$ cat config.mk
export PLATFORM = sky130hd
export DESIGN_NAME = fsm_input_conditioner
export DESIGN_NICKNAME = d
export VERILOG_FILES = /design/src/rtl/fsm_input_conditioner.sv
export SDC_FILE = /design/constraint.sdc
export NUM_CORES = 1
export LEC_CHECK = 0
export ABC_AREA = 1
export CORE_AREA = 3 3 64 66
export DETAILED_ROUTE_END_ITERATION = 8
export DIE_AREA = 0 0 67 69
export MAX_ROUTING_LAYER = met4
export PLACE_DENSITY = 0.61
export REMOVE_ABC_BUFFERS = 1
export SKIP_CTS_REPAIR_TIMING = 1
export SLEW_MARGIN = 0
export SYNTH_ARGS = -nofsm -noshare
export SYNTH_HDL_FRONTEND = slang
export SYNTH_SLANG_ARGS = --single-unit
$ cat constraint.sdc
create_clock -name clk -period 2.4 [get_ports clk]
set_clock_uncertainty 0.2 [all_clocks]
set_input_delay 0.48 -clock clk [delete_from_list [all_inputs] [get_ports clk]]
set_output_delay 0.48 -clock clk [all_outputs]
set_load 0.05 [all_outputs]
$ cat src/rtl/fsm_input_conditioner.sv
// Conditions three raw, asynchronous control lines into clean synchronous levels
// (2-flop synchronizer plus per-channel debounce FSM) with rise and change strobes.
module fsm_input_conditioner #(
  parameter int         DEBOUNCE_CYCLES = 4,
  parameter int         CNT_W           = 4,
  parameter logic [2:0] RESET_VAL       = 3'b000
) (
  input  logic       clk,
  input  logic       reset,
  input  logic [2:0] raw_in,
  input  logic       enable,
  output logic       x1,
  output logic       x2,
  output logic       x3,
  output logic [2:0] x_rise,
  output logic       x_changed
);

  typedef enum logic {STABLE, PEND} chan_state_t;

  localparam logic [CNT_W-1:0] CNT_LAST = CNT_W'(DEBOUNCE_CYCLES - 1);
  localparam logic [CNT_W-1:0] CNT_ONE  = CNT_W'(1);

  logic [2:0]       s1;
  logic [2:0]       s2;
  logic [2:0]       stab;
  logic [2:0]       stab_n;
  logic [2:0]       rise_n;
  logic             changed_n;
  chan_state_t      state   [3];
  chan_state_t      state_n [3];
  logic [CNT_W-1:0] cnt     [3];
  logic [CNT_W-1:0] cnt_n   [3];

  always_ff @(posedge clk or posedge reset) begin
    if (reset) begin
      s1        <= RESET_VAL;
      s2        <= RESET_VAL;
      stab      <= RESET_VAL;
      x_rise    <= 3'b000;
      x_changed <= 1'b0;
      for (int i = 0; i < 3; i++) begin
        state[i] <= STABLE;
        cnt[i]   <= '0;
      end
    end else begin
      s1        <= raw_in;
      s2        <= s1;
      stab      <= stab_n;
      x_rise    <= rise_n;
      x_changed <= changed_n;
      for (int i = 0; i < 3; i++) begin
        state[i] <= state_n[i];
        cnt[i]   <= cnt_n[i];
      end
    end
  end

  // A new level is accepted only after it has been seen on DEBOUNCE_CYCLES
  // consecutive enabled samples; any return to the accepted level restarts.
  always_comb begin
    stab_n = stab;
    for (int i = 0; i < 3; i++) begin
      state_n[i] = state[i];
      cnt_n[i]   = cnt[i];
      if (!enable || (s2[i] == stab[i])) begin
        state_n[i] = STABLE;
        cnt_n[i]   = '0;
      end else if (state[i] == STABLE) begin
        state_n[i] = PEND;
        cnt_n[i]   = CNT_ONE;
      end else if (cnt[i] == CNT_LAST) begin
        state_n[i] = STABLE;
        cnt_n[i]   = '0;
        stab_n[i]  = s2[i];
      end else begin
        cnt_n[i]   = cnt[i] + CNT_ONE;
      end
    end
  end

  always_comb begin
    rise_n    = stab_n & ~stab;
    changed_n = |(stab_n ^ stab);
  end

  assign x1 = stab[2];
  assign x2 = stab[1];
  assign x3 = stab[0];

endmodule

==> results of run 1 <==
layout by cell type, fill, tap and decap left out, types with 2 or more instances in the layout:
| cell | count |
|---|---|
| xnor2_1 | 3 |
| dfrtp_1 | 28 |
| inv_1 | 16 |
| nand2_1 | 30 |
| and3_1 | 2 |
| nor2_1 | 18 |
| nand2_2 | 3 |
| nor2_4 | 3 |
| nand3_1 | 4 |
| ha_1 | 6 |
| nand4_1 | 9 |
| nand3_2 | 3 |
| clkdlybuf4s50_1 | 12 |
| clkbuf_8 | 3 |
routing by layer:
layer,GRT usage [%],up-vias,share of wire (%),wire [µm]
li1,-,431,-,-
met1,10.8,388,44,821
met2,15.3,7,51,950
met3,1.79,2,3.0,56
met4,4.05,0,0.92,17
met5,-,-,0,0
state kept, by name (all words and copies together) (netlist names):
| signal | cells |
|---|---|
| s1 | 3 |
| cnt | 12 |
| state | 3 |
| s2 | 3 |
| x_rise | 3 |
| x_changed | 1 |
| stab | 3 |
power breakdown:
group          internal, mW  total, mW  switching (mW)
clock                 0.223      0.360           0.137
sequential            0.485      0.497          0.0120
combinational        0.0216     0.0568          0.0352
synthesized netlist by cell type:
cell type and n:
and3_1 2, and3_2 1, buf_6 1, dfrtp_1 28, ha_1 6, inv_1 16, nand2_1 30, nand2_2 3
nand3_1 4, nand3_2 3, nand4_1 9, nor2_1 18, nor2_4 3, xnor2_1 3
how the worst max path moves through the flow:
stage / start / end / slack [ns] / cells past startpoint
2_1_floorplan: cnt[8]$_DFF_PP0_ / x_changed$_DFF_PP0_ / 0.89 / 7
3_3_place_gp: enable / x_changed$_DFF_PP0_ / 0.30 / 6
3_5_place_dp: enable / x_changed$_DFF_PP0_ / 0.25 / 6
4_1_cts: stab[1]$_DFF_PP0_ / x2 / 0.17 / 1
5_1_grt: stab[0]$_DFF_PP0_ / x3 / 0.12 / 1
6_report: stab[1]$_DFF_PP0_ / x2 / 0.17 / 1
area by class of cell:
class | count | area, µm²
tap | 48 | 60.1
timing repair buffer | 13 | 128
inverter | 16 | 60.1
multi-input combinational | 82 | 460
fill | 369 | 2150
sequential | 28 | 701
clock inverter | 1 | 30.0
clock buffer | 3 | 41.3
cell families (layout without fill, tap and decap cells):
family	Yosys count	after routing	synth area share, %
and+or+nand+nor	73	73	29.1
DFF	28	28	56.9
buffers and inverters	17	33	5.79
adders and majority gates	6	6	6.09
xor gates and xnor gates	3	3	2.13
through the flow:
step	instances	hold slack (ns)	setup WS (ns)	instance area [µm²]
floorplan	126	0.131	0.892	1220
global placement	187	0.138	0.297	1410
detailed placement	187	0.136	0.254	1410
CTS	191	0.158	0.170	1480
global route	191	0.167	0.122	1480
finish	191	0.157	0.166	1480
==> results.toml, run 1 <==
[logic_synthesis]
synth_seq_cells = 28
ys_seq_area_share_pct = 56.9
synthTopCellsByArea = "dfrtp_1 (57%), nand2_1 (9.1%), ha_1 (6.1%)"
yosysWarnings = 0
synth_cell_types = 14
synthCells = 127
syn-cell-area_mm2 = 0.00123
syn_avg_cell_area_um2 = 9.70
yosysTopAreaCell = "dfrtp_1"
synth_top_area_share_pct = 56.9

[floorplanning]
io_pins = 13
die_area_mm2 = 0.00462
num_rows = 22
initial_core_util_pct = 33.9
die_x_um = 67
core-area_mm2 = 0.00363
fp.dieH_um = 69

[grt]
grt_usage_pct = 9.28
antenna_found_initial = 0
grt_max_degree = 29
grt_pass1_wl_um = 3380
grt_pass1_vias = 846
overflow = 0

[timing]
setup_viol = 0
rsz0062_at_grt = "no"
hold_viol_final = 0
finalSetupTns_ns = 0
clock.fmax_mhz = 448
slew_violations = 0
timing.final.crit_share_pct = 93.1
slew_headroom_pct = 66.1
period_needed_ns = 2.23
tightestPinTransition_ns = 0.507

[worst_hold_path]
hp-class = "reg -> reg"
min_from = "s1[1]$_DFF_PP0_"
hold_depth = 0
min_to = "s2[1]$_DFF_PP0_"

[place]
io_buffer_count = 12
globalplace.congestion = 0.774
place_hpwl_um = 1460

[worst_setup_path]
r2r-start = "cnt[4]$_DFF_PP0_"
critPathSlowestCell = "clkdlybuf4s50_1"
timing_worst_setup_path_type = "reg -> out"
cp.arrival_ns = 1.55
max_stage_delay_ns = 0.84
path_delay_family = "buffers and inverters"
path_cells = "clkdlybuf4s50_1"
path_buf_inv = 1
reg2reg_setup_slack_ns = 0.78
cp.required_ns = 1.72
r2r-end = "x_changed$_DFF_PP0_"
critPathMaxFanout = 5
r2r_cells = 7
cp-start-kind = "register"
crit_path_end_kind = "output port"

[clock_tree]
cts-root-buf = "clkbuf_8"
cts_buffers = 3
cts_tree = "built"
cts-htree-levels = 1
path_clk_slew_ns = 0.09
insertion_delay_ns = 0.27
clkSinkCount = 28
clk_path_buf_depth = 2

[outcome]
outcome = "complete, no violations"

[layout]
diodes = 0
final_core_util_pct = 40.7
nNetsFinal = 156
syn2layout_area_growth_pct = 20.1
layout-drive-gt1-share_pct = 10.5

[power]
p_leak_nw = 0.708
power.total_mw = 0.913
ir_drop_mv = 0.342
p_per_area_mw_per_mm2 = 617

[detailed_routing]
ant_nets = 0
firstDrtPassIters = 4
wl_per_cell_um = 9.66
drc = 0
drt_iter0_drc = 19
wl_um = 1850
num_vias = 828
routed_via_density = 4.34

[run]
drv_cap = 0
Note: power is estimated with default switching activity, not from simulation.
==> run 2, diff against run 1 <==
- CORE_AREA: 3 3 64 66 -> 3 3 67 63
- DIE_AREA: 0 0 67 69 -> 0 0 70 66
- clock period: 2.4 -> 2.5 ns (I/O delays scaled with it)
==> results.toml, run 2 (same netlist as run 1, synthesis figures left out) <==
[grt]
grt_pass1_vias = 848
grt_pass1_wl_um = 3480
overflow = 0
grt_usage_pct = 9.83
antenna_found_initial = 0
grt_max_degree = 29

[timing]
period_needed_ns = 2.24
hold_viol_final = 0
slew_headroom_pct = 66.1
clock.fmax_mhz = 446
tightestPinTransition_ns = 0.506
setup_viol = 0
slew_violations = 0
timing.final.crit_share_pct = 89.7
setup_slack_ns = 0.258
rsz0062_at_grt = "no"
finalSetupTns_ns = 0

[place]
place_area_mm2 = 0.00141
place_ws_ns = 0.305
placedCellCount = 185
globalplace.congestion = 0.812
place_hpwl_um = 1440
io_buffer_count = 12

[layout]
final_cell_mix = "nand2_1 (30), dfrtp_1 (28), nor2_1 (18)"
fin_cells = 189
syn2layout_area_growth_pct = 19.9
fin_area_mm2 = 0.00148
final_common_cell = "nand2_1"
nNetsFinal = 156
top_register = "cnt"
largest_reg_flops = 12
layout-drive-gt1-share_pct = 10.5
diodes = 0

[floorplanning]
num_rows = 21
die_x_um = 70
die_area_mm2 = 0.00462
fp.dieH_um = 66
initial_core_util_pct = 34.0
core-area_mm2 = 0.00363
io_pins = 13

[detailed_routing]
drc = 0
wl_per_cell_um = 10.3
ant_nets = 0
firstDrtPassIters = 4
drt_iter0_drc = 66
num_vias = 839
wl_um = 1940
routed_via_density = 4.44

[worst_setup_path]
path_cells = "clkdlybuf4s50_1"
critPathMaxFanout = 5
crit_path_end_kind = "output port"
path_delay_family = "buffers and inverters"
cp-start-kind = "register"
timing_worst_setup_path_type = "reg -> out"
cp.arrival_ns = 1.54
path_buf_inv = 1
cp.required_ns = 1.80
critPathSlowestCell = "clkdlybuf4s50_1"
max_stage_delay_ns = 0.84

[power]
ir_drop_mv = 0.366
p_leak_nw = 0.708
p_per_area_mw_per_mm2 = 597
power.total_mw = 0.883

[clock_tree]
cts-root-buf = "clkbuf_8"
clk_path_buf_depth = 2
cts-htree-levels = 1
path_clk_slew_ns = 0.09
clkSinkCount = 28
insertion_delay_ns = 0.27
cts_tree = "built"
cts_buffers = 3

[outcome]
outcome = "complete, no violations"

[worst_hold_path]
hp-class = "reg -> reg"

[run]
drv_cap = 0
run 2: final cells by class:
class,count,area [µm²]
multi-input cells,82,460
clock inverters,1,30.0
fillers,378,2150
inverters,16,60.1
flip-flops and latches,28,701
clock buffers,3,41.3
well taps,46,57.6
repair buffers,13,128
run 2: power breakdown:
group | leakage [nW] | internal (mW) | switching [mW] | total [mW]
Combinational | 0.302 | 0.0208 | 0.0343 | 0.0551
Sequential | 0.370 | 0.465 | 0.0113 | 0.477
Clock | 0.0357 | 0.214 | 0.136 | 0.351
run 2: final timing paths:
path / startpoint / endpoint / slack (ns) / cells after the start
setup / recovery: stab[2]$_DFF_PP0_ / x1 / 0.26 / 1
hold / removal: s1[0]$_DFF_PP0_ / s2[0]$_DFF_PP0_ / 0.16 / 0
setup reg to reg: cnt[4]$_DFF_PP0_ / x_changed$_DFF_PP0_ / 0.83 / 7
hold reg to reg: s1[0]$_DFF_PP0_ / s2[0]$_DFF_PP0_ / 0.16 / 0
max in group asynchronous: reset / x_rise[1]$_DFF_PP0_ / 1.46 / 3
min in group asynchronous: reset / state[0]$_DFF_PP0_ / 0.37 / 3
run 2: through the flow:
step	hold slack, ns	util, %
global placement	0.133	38.8
global route	0.170	40.8
CTS	0.160	40.8
detailed placement	0.137	38.8
finish	0.157	40.8
floorplan	0.131	-
run 2: metal layers:
metal	wire [µm]	GRT usage (%)	up-vias
met5	0	-	-
met4	14	2.87	0
met3	73	3.65	2
met2	899	16.4	11
met1	950	11.2	395
li1	-	-	431
==> run 3, diff against run 2 <==
- clock period: 2.5 -> 2.3 ns (I/O delays scaled with it)
==> results of run 3 <==
Same layout as run 2 (identical final DEF). Status: complete, no violations.
Main changes from that run: setup slack after placement 0.305 ns -> 0.145 ns; setup slack after layout 0.258 ns -> 0.0977 ns; register-to-register setup slack 0.83 ns -> 0.63 ns; total power 0.883 mW -> 0.959 mW; worst IR drop on VDD 0.366 mV -> 0.398 mV
